[src/rtl/cpu_seq_pkg.sv]
// rtl/cpu_seq_pkg.sv - shared constants, state codes and opcode decode for cpu_sequencer
package cpu_seq_pkg;

  localparam int OPC_HI = 7;
  localparam int OPC_LO = 4;
  localparam int DEF_TIMEOUT_CYCLES = 15;

  localparam logic [2:0] ST_IDLE   = 3'd0;
  localparam logic [2:0] ST_FETCH  = 3'd1;
  localparam logic [2:0] ST_DECODE = 3'd2;
  localparam logic [2:0] ST_EXEC   = 3'd3;
  localparam logic [2:0] ST_MEM    = 3'd4;
  localparam logic [2:0] ST_FAULT  = 3'd5;

  typedef struct packed {
    logic jump;
    logic store;
    logic wr;
  } dec_t;

  function automatic dec_t decode_op(input logic [3:0] op);
    dec_t d;
    d.jump  = op[3];
    d.store = ~op[3] & op[1] & ~op[0];
    d.wr    = ~op[3] & ~d.store;
    return d;
  endfunction

endpackage

[src/rtl/cpu_sequencer_if.sv]
// rtl/cpu_sequencer_if.sv - instruction fetch and data store handshake bundle
interface cpu_sequencer_if;

  logic       imem_req;
  logic       imem_ack;
  logic [7:0] inst_in;
  logic       dmem_wr_req;
  logic       dmem_ack;

  modport master (
    output imem_req,
    output dmem_wr_req,
    input  imem_ack,
    input  inst_in,
    input  dmem_ack
  );

  modport slave (
    input  imem_req,
    input  dmem_wr_req,
    output imem_ack,
    output inst_in,
    output dmem_ack
  );

endinterface

[src/rtl/seq_wait_timer.sv]
// rtl/seq_wait_timer.sv - loadable wait counter flagging the last allowed unacknowledged cycle
module seq_wait_timer #(
  parameter  int TIMEOUT_CYCLES = 15,
  localparam int W = $clog2(TIMEOUT_CYCLES + 1)
) (
  input  logic         clk,
  input  logic         reset,
  input  logic         clr,
  input  logic         en,
  input  logic         load,
  input  logic [W-1:0] load_val,
  output logic         expired
);

  logic [W-1:0] cnt_q, cnt_d;

  // expired is qualified by en so an ack in the final cycle wins
  assign expired = en && (cnt_q == W'(TIMEOUT_CYCLES - 1));

  always_comb begin
    cnt_d = cnt_q;
    if (clr) begin
      cnt_d = '0;
    end else if (load) begin
      cnt_d = load_val;
    end else if (en && !expired) begin
      cnt_d = cnt_q + W'(1);
    end
  end

  always_ff @(posedge clk or negedge reset) begin
    if (!reset) begin
      cnt_q <= '0;
    end else begin
      cnt_q <= cnt_d;
    end
  end

endmodule

[src/rtl/cpu_sequencer.sv]
// rtl/cpu_sequencer.sv - fetch/decode/execute sequencer with store handshake and bus timeout
module cpu_sequencer
  import cpu_seq_pkg::*;
#(
  parameter int TIMEOUT_CYCLES = DEF_TIMEOUT_CYCLES,
  parameter int CNT_W          = 8
) (
  input  logic                  clk,
  input  logic                  reset,
  input  logic                  run,
  cpu_sequencer_if.master       bus,
  output logic [7:0]            ir_out,
  output logic                  reg_write,
  output logic                  pc_inc,
  output logic                  pc_jump,
  output logic                  busy,
  output logic                  fault,
  output logic [CNT_W-1:0]      instr_count
);

  logic [2:0]       state_q, state_d;
  logic [7:0]       ir_q, ir_d;
  logic [CNT_W-1:0] cnt_q, cnt_d;
  logic             req_active;
  logic             acked;
  logic             expired;
  logic             retire;
  dec_t             dec;

  assign dec        = decode_op(ir_q[OPC_HI:OPC_LO]);
  assign req_active = (state_q == ST_FETCH) || (state_q == ST_MEM);
  assign acked      = ((state_q == ST_FETCH) && bus.imem_ack) ||
                      ((state_q == ST_MEM)   && bus.dmem_ack);

  seq_wait_timer #(
    .TIMEOUT_CYCLES (TIMEOUT_CYCLES)
  ) u_wait_timer (
    .clk      (clk),
    .reset    (reset),
    .clr      (!req_active || acked),
    .en       (req_active && !acked),
    .load     (1'b0),
    .load_val ('0),
    .expired  (expired)
  );

  always_comb begin
    state_d = state_q;
    ir_d    = ir_q;
    retire  = 1'b0;
    case (state_q)
      ST_IDLE: begin
        if (run) state_d = ST_FETCH;
      end
      ST_FETCH: begin
        if (acked) begin
          ir_d    = bus.inst_in;
          state_d = ST_DECODE;
        end else if (expired) begin
          state_d = ST_FAULT;
        end
      end
      ST_DECODE: state_d = ST_EXEC;
      ST_EXEC: begin
        if (dec.store) state_d = ST_MEM;
        else           retire  = 1'b1;
      end
      ST_MEM: begin
        if (acked)        retire  = 1'b1;
        else if (expired) state_d = ST_FAULT;
      end
      ST_FAULT: state_d = ST_FAULT;
      default:  state_d = ST_IDLE;
    endcase
    // run is only consulted at an instruction boundary
    if (retire) state_d = run ? ST_FETCH : ST_IDLE;
  end

  always_comb begin
    cnt_d = cnt_q;
    if (retire) cnt_d = cnt_q + CNT_W'(1);
  end

  always_ff @(posedge clk or negedge reset) begin
    if (!reset) begin
      state_q <= ST_IDLE;
      ir_q    <= '0;
      cnt_q   <= '0;
    end else begin
      state_q <= state_d;
      ir_q    <= ir_d;
      cnt_q   <= cnt_d;
    end
  end

  assign bus.imem_req    = (state_q == ST_FETCH);
  assign bus.dmem_wr_req = (state_q == ST_MEM);
  assign pc_jump         = (state_q == ST_EXEC) &&  dec.jump;
  assign pc_inc          = (state_q == ST_EXEC) && !dec.jump;
  assign reg_write       = (state_q == ST_EXEC) &&  dec.wr;
  assign busy            = (state_q == ST_FETCH) || (state_q == ST_DECODE) ||
                           (state_q == ST_EXEC)  || (state_q == ST_MEM);
  assign fault           = (state_q == ST_FAULT);
  assign ir_out          = ir_q;
  assign instr_count     = cnt_q;

endmodule

[src/flat_wrapper.sv]
// flat-port wrapper written by rule: the top's interface ports become plain ports
module cpu_sequencer_flat import cpu_seq_pkg::*;
#(
  parameter int TIMEOUT_CYCLES = DEF_TIMEOUT_CYCLES,
  parameter int CNT_W          = 8
)
  (clk, reset, run, ir_out, reg_write, pc_inc, pc_jump, busy, fault, instr_count, bus_imem_req, bus_dmem_wr_req, bus_imem_ack, bus_inst_in, bus_dmem_ack);
  cpu_sequencer_if bus_i ();
  input  logic clk;
  input  logic reset;
  input  logic run;
  output logic [7:0] ir_out;
  output logic reg_write;
  output logic pc_inc;
  output logic pc_jump;
  output logic busy;
  output logic fault;
  output logic [CNT_W-1:0] instr_count;
  output wire logic [$bits(bus_i.imem_req)-1:0] bus_imem_req;
  output wire logic [$bits(bus_i.dmem_wr_req)-1:0] bus_dmem_wr_req;
  input wire logic [$bits(bus_i.imem_ack)-1:0] bus_imem_ack;
  input wire logic [$bits(bus_i.inst_in)-1:0] bus_inst_in;
  input wire logic [$bits(bus_i.dmem_ack)-1:0] bus_dmem_ack;
  assign bus_imem_req = bus_i.imem_req;
  assign bus_dmem_wr_req = bus_i.dmem_wr_req;
  assign bus_i.imem_ack = bus_imem_ack;
  assign bus_i.inst_in = bus_inst_in;
  assign bus_i.dmem_ack = bus_dmem_ack;
  cpu_sequencer #(.TIMEOUT_CYCLES(TIMEOUT_CYCLES), .CNT_W(CNT_W)) u_core (.clk(clk), .reset(reset), .run(run), .bus(bus_i), .ir_out(ir_out), .reg_write(reg_write), .pc_inc(pc_inc), .pc_jump(pc_jump), .busy(busy), .fault(fault), .instr_count(instr_count));
endmodule
[config.mk]
export PLATFORM = sky130hd
export DESIGN_NAME = cpu_sequencer_flat
export DESIGN_NICKNAME = d
export VERILOG_FILES = /design/src/rtl/cpu_seq_pkg.sv /design/src/rtl/cpu_sequencer_if.sv /design/src/rtl/seq_wait_timer.sv /design/src/rtl/cpu_sequencer.sv /design/src/flat_wrapper.sv
export SDC_FILE = /design/constraint.sdc
export NUM_CORES = 1
export LEC_CHECK = 0
export ABC_CLOCK_PERIOD_IN_PS = 3400
export CAP_MARGIN = 25
export CORE_UTILIZATION = 32
export DETAILED_ROUTE_END_ITERATION = 16
export GPL_TIMING_DRIVEN = 0
export PLACE_DENSITY_LB_ADDON = 0.15
export SLEW_MARGIN = 20
export SYNTH_ARGS = -nofsm -noshare
export SYNTH_HDL_FRONTEND = slang
export SYNTH_SLANG_ARGS = --single-unit
[constraint.sdc]
create_clock -name clk -period 3.4 [get_ports clk]
set_input_delay 0.68 -clock clk [delete_from_list [all_inputs] [get_ports clk]]
set_output_delay 0.68 -clock clk [all_outputs]
set_load 0.01 [all_outputs]
==> results of run 1 <==
metal layers:
metal,global-route usage (%),wire [µm],vias to the layer above
met1,17.07,1163,449
met4,4.360,19,0
li1,-,-,447
met5,0,0,-
met2,23.10,1164,20
met3,2.555,106,2
registers in the layout (all words and copies together) (netlist names):
name,count
u_core.state_q,3
u_core.u_wait_timer.cnt_q,4
u_core.ir_out,8
u_core.instr_count,8
critical path: cells and delay by family (launching register included):
family / cells / cell delay (ns)
buffers and inverters: 3 / 0.96
flip-flops: 1 / 0.38
AND/OR/NAND/NOR: 2 / 0.43
kinds of logic after synthesis:
kind of cell             after synthesis
AO/OA/AOI/OAI                         15
XOR/XNOR                              10
adder cells (fa/ha/maj)                3
buffers and inverters                  7
flip-flops                            23
multiplexers                           9
AND/OR/NAND/NOR                       38
power breakdown:
| part | leakage, nW | internal (mW) | total (mW) | switching (mW) |
|---|---|---|---|---|
| Sequential | 0.292 | 0.372 | 0.465 | 0.0930 |
| Clock | 0.0177 | 0.0438 | 0.127 | 0.0828 |
| Combinational | 0.379 | 0.375 | 0.641 | 0.266 |
| Total | 0.689 | 0.790 | 1.23 | 0.442 |
synth_stat cells (all sizes together), types with 2 or more instances:
cell type and number:
nand2b 3, nor2b 3, mux2 9, nor3b 3
nor3 4, xnor2 5, buf 4, ha 3
and2 3, nor2 8, nand3 4, a21oi 3
inv 2, nand3b 2, xor2 5, o21ai 3
and3b 2, nand2 2, dfrtp 23
worst min path at each step:
| stage | from | end | slack (ns) |
|---|---|---|---|
| 4_1_cts | u_core.instr_count[7] | u_core.instr_count[7] | 0.48 |
| 5_1_grt | u_core.instr_count[7] | u_core.instr_count[7] | 0.49 |
| 2_1_floorplan | reset | u_core.instr_count[0] | 0.38 |
| 3_3_place_gp | u_core.instr_count[7] | u_core.instr_count[7] | 0.46 |
| 6_report | u_core.instr_count[7] | u_core.instr_count[7] | 0.48 |
| 3_5_place_dp | u_core.instr_count[7] | u_core.instr_count[7] | 0.46 |
stage by stage:
stage	area (µm²)	power (mW)	hold WS (ns)	worst slack (ns)
global placement	1583	1.098	0.4574	1.013
detailed placement	1598	1.112	0.4607	0.9775
floorplan	1175	0.8150	0.3844	1.542
global route	1625	1.326	0.4929	0.4950
finish	1625	1.232	0.4797	0.6492
CTS	1625	1.250	0.4823	0.6044
final cells by class:
cell class / instances / area, µm² / area share, %
flip-flops and latches: 23 / 575.6 / 35.41
repair buffers: 36 / 365.4 / 22.48
clock inverters: 1 / 5.005 / 0.3079
plain buffers: 5 / 22.52 / 1.386
clock buffers: 3 / 22.52 / 1.386
inverters: 2 / 7.507 / 0.4619
multi-input cells: 75 / 569.3 / 35.03
well taps: 46 / 57.56 / 3.541
==> results.toml, run 1 <==
[layout]
final_nets = 162
final_util_pct = 47.58
final_cell_mix = "clkdlybuf4s50_1 (35), dfrtp_1 (23), nor2_1 (8), mux2_2 (8)"
area_delta_synth_final_pct = 38.34
final_common_cell = "clkdlybuf4s50_1"
antenna_cells = 0
drive_gt1_share_pct = 13.10
fin_cells = 191
fillers = 355

[logic_synthesis]
synth-simple-area-share_pct = 18.74
synth_top_family_by_area = "simple AND/OR/NAND/NOR gates"
yosys.area_share.xor_xnor_pct = 7.455
avgSynthCellArea_um2 = 11.19
synth_cell_types = 35
synthAdderAreaFrac_pct = 3.195
yosysWarnings = 0
synth_compound_area_share_pct = 10.44
synth_mux_area_share_pct = 8.626
synth-edff-count = 0
async_flop_share_pct = 100.0
synth.cell_area_um2 = 1175
synthTopCellsByArea = "dfrtp_1 (49%), mux2_2 (7.7%), xnor2_1 (3.7%), xor2_1 (3.7%), ha_1 (3.2%)"
syn_nets = 121
ys_ff_latch = 23
yosysTopAreaCellShare_pct = 48.99
synth_area_leader_cell = "dfrtp_1"
synthesis.instances = 105
yosysSeqAreaShare_pct = 48.99
ys.flop_type = "dfrtp_1"

[placed_design]
dp.cells = 187
place.gp.congestion = 0.7149
port-buffer-count = 35
dp_hpwl_um = 1812

[sta]
rsz0062_at_grt = "no"
final_max_slew_viol_count = 0
finalHoldViolCount = 0
tns_ns = 0
tightest_slew_ns = 0.5061
finalSetupViolations = 0
relSlewSlack_pct = 66.15
finClkSkew_ns = 0.002306
fin_crit_ns = 2.751
period_share_pct = 80.91
fmax_ghz = 0.3635

[floorplan]
fp.dieH_um = 62.59
die-width_um = 62.59
core_um2 = 3416
initial_core_util_pct = 34.40
rows = 21
dieArea_um2 = 3918
io_pins = 36

[hold_path]
hold_class = "reg -> reg"
min_path_cells = 1

[critical_path]
worst_setup_path_start_kind = "register"
required_ns = 2.72
crit_chain = "buf_2, buf_1, nand3b_1, nor3_1, clkdlybuf4s50_1"
cp_data_arrival_time_ns = 2.07
rrSetupSlack_ns = 1.68
max_stage_delay_ns = 0.56
crit_slowest_cell = "clkdlybuf4s50_1"
criticalPathCategory = "reg -> out"
startpoint = "u_core.state_q[2]"
r2r-end = "u_core.instr_count[1]"
path_max_fanout = 10
reg2reg_from = "u_core.ir_out[7]"
crit_path_end = "reg_write"
rr_worst_depth = 3
end_kind = "primary output"

[detailed_routing]
vias = 918
dr.pass1.iters = 4
viasPerCell = 4.806
wl_um = 2453
antenna_left = 0
drc_errors = 0
wl_per_cell_um = 12.84
drt_iter0_drc = 12

[global_route]
grt_max_degree = 15
groute.usage.overall_pct = 13.52
grt-ovfl-total = 0
antenna_found_initial = 0
grt_pass1_vias = 958
grt_pass1_wl_um = 4284

[flow_run]
drv_cap = 0

[power]
leakagePower_nw = 0.6888
ir_drop_mv = 0.4042
power_density_nw_per_um2 = 758.0

[cts]
htreeDepth = 1
cts_setup_buffers = 0
clock_sinks = 23
ctsResizeCount = 0
cts_root_buf = "clkbuf_4"
cts_made_buffers = 3
cts_tree = "built"
cts_hold_buf = 0
cts.path.max_buffers = 2
clkSlewWorstSetupHoldPaths_ns = 0.13
clkLatencyLatePin_ns = 0.30

[status]
outcome = "completed"
Power figures use the tool's default switching activity.
==> inputs of run 2 (changes only) <==
ABC_CLOCK_PERIOD_IN_PS = 2700   (was 3400)
clock period = 2.7 ns   (was 3.4 ns; I/O delays follow)
==> results.toml, run 2 (same netlist as run 1, synthesis figures left out) <==
[status]
outcome = "completed"

[layout]
final-seq-area_um2 = 575.6
design_area_um2 = 1622
final_common_cell = "clkdlybuf4s50_1"
antenna_cells = 0
fillers = 354
drive_gt1_share_pct = 13.19
final_nets = 161
final_cell_mix = "clkdlybuf4s50_1 (35), dfrtp_1 (23), nor2_1 (8), mux2_2 (8)"
fin_cells = 190
area_delta_synth_final_pct = 38.02
multiInputGateArea_um2 = 569.3

[global_route]
grt_pass1_vias = 958
busiest_layer = "met2"
grt_max_degree = 15
grt_pass1_wl_um = 4284
use_met2_pct = 23.10
groute.usage.overall_pct = 13.52
gr-usage-met1_pct = 17.07
grt-ovfl-total = 0
antenna_found_initial = 0
grtUsageMet3_pct = 2.555

[power]
power_density_nw_per_um2 = 954.1
ir_drop_mv = 0.5109
finalPower_mw = 1.547
p_int_mw = 0.9939
switching_share_pct = 35.76
seq_power_share_pct = 37.8
leakagePower_nw = 0.6877
pwr-share-clk_pct = 10.3
combPwrFrac_pct = 51.9
p_switching_mw = 0.5533

[floorplan]
die-width_um = 62.59
initial_core_util_pct = 34.40
dieArea_um2 = 3918
io_pins = 36
rows = 21
fp.dieH_um = 62.59
core_um2 = 3416

[critical_path]
rr_worst_depth = 3
r2r-end = "u_core.instr_count[1]"
crit_path_end = "reg_write"
criticalPathCategory = "reg -> out"
startpoint = "u_core.state_q[1]"
required_ns = 2.16
path_max_fanout = 10
reg2reg_from = "u_core.ir_out[7]"
cp_data_arrival_time_ns = 1.99
end_kind = "primary output"
worst_setup_path_start_kind = "register"
rrSetupSlack_ns = 0.98

[detailed_routing]
drc_errors = 0
wl_per_cell_um = 12.74
drt_iter0_drc = 15
dr.pass1.iters = 4
viasPerCell = 4.763
wl_um = 2421
antenna_left = 0
vias = 905

[cts]
cts_hold_buf = 0
clkSlewWorstSetupHoldPaths_ns = 0.13
clkLatencyLatePin_ns = 0.30
htreeDepth = 1
ctsResizeCount = 0
cts_root_buf = "clkbuf_4"
cts_tree = "built"
cts_setup_buffers = 0
clock_sinks = 23
cts_made_buffers = 3
cts.path.max_buffers = 2

[sta]
fin_hold_ws_ns = 0.4797
final_max_slew_viol_count = 0
finalHoldViolCount = 0
finalSetupViolations = 0
fin_crit_ns = 2.529
fmax_ghz = 0.3954
finClkSkew_ns = 0.002263
tightest_slew_ns = 0.5061
rsz0062_at_grt = "no"
relSlewSlack_pct = 66.15
tns_ns = 0
period_share_pct = 93.68

[hold_path]
hold_class = "reg -> reg"

[placed_design]
dp.cells = 187
placed_area_um2 = 1598
dp_hpwl_um = 1812
place.gp.congestion = 0.7149
port-buffer-count = 35

[flow_run]
drv_cap = 0
==> run 2: area by class of cell <==
class,count,share of cell area [%]
Sequential cell,23,35.49
Inverter,2,0.4630
Clock inverter,1,0.3086
Timing Repair Buffer,36,22.53
Buffer,4,1.157
Clock buffer,3,1.389
Multi-Input combinational cell,75,35.11
Tap cell,46,3.549
==> run 2: worst min-delay path by stage <==
stage                           from                     to  cells after the start  slack [ns]
2_1_floorplan                  reset  u_core.instr_count[0]                      0        0.24
3_3_place_gp   u_core.instr_count[7]  u_core.instr_count[7]                      1        0.46
3_5_place_dp   u_core.instr_count[7]  u_core.instr_count[7]                      1        0.46
4_1_cts        u_core.instr_count[7]  u_core.instr_count[7]                      1        0.48
5_1_grt        u_core.instr_count[7]  u_core.instr_count[7]                      1        0.49
6_report       u_core.instr_count[7]  u_core.instr_count[7]                      1        0.48
==> run 2: layer usage <==
metal | share of wire [%] | vias up
met5 | 0 | -
met4 | 0.78 | 0
met3 | 4.3 | 2
met2 | 48 | 18
met1 | 47 | 442
li1 | - | 443
==> run 2: power groups by stage <==
stage / combinational [mW] / sequential [mW] / clock [mW]
after floorplan: 0.410 / 0.616 / 0
after global placement: 0.800 / 0.582 / 0
after detailed placement: 0.810 / 0.590 / 0
after CTS: 0.816 / 0.585 / 0.173
after global routing: 0.876 / 0.609 / 0.182
final: 0.803 / 0.584 / 0.159
==> run 2: critical path, stage by stage (launching register included) <==
cell and delay, ns:
dfrtp_1 0.45, clkbuf_1 0.34, nand3b_1 0.16, nor3_1 0.19, clkdlybuf4s50_1 0.56
==> run 2: per-stage QoR <==
| stage | setup WS (ns) | util [%] |
|---|---|---|
| after global routing | 0.01922 | 47.47 |
| after CTS | 0.04438 | 47.58 |
| after global placement | 0.4531 | 46.34 |
| after floorplan | 0.9821 | - |
| after detailed placement | 0.4175 | 46.78 |
| final | 0.1706 | 47.47 |
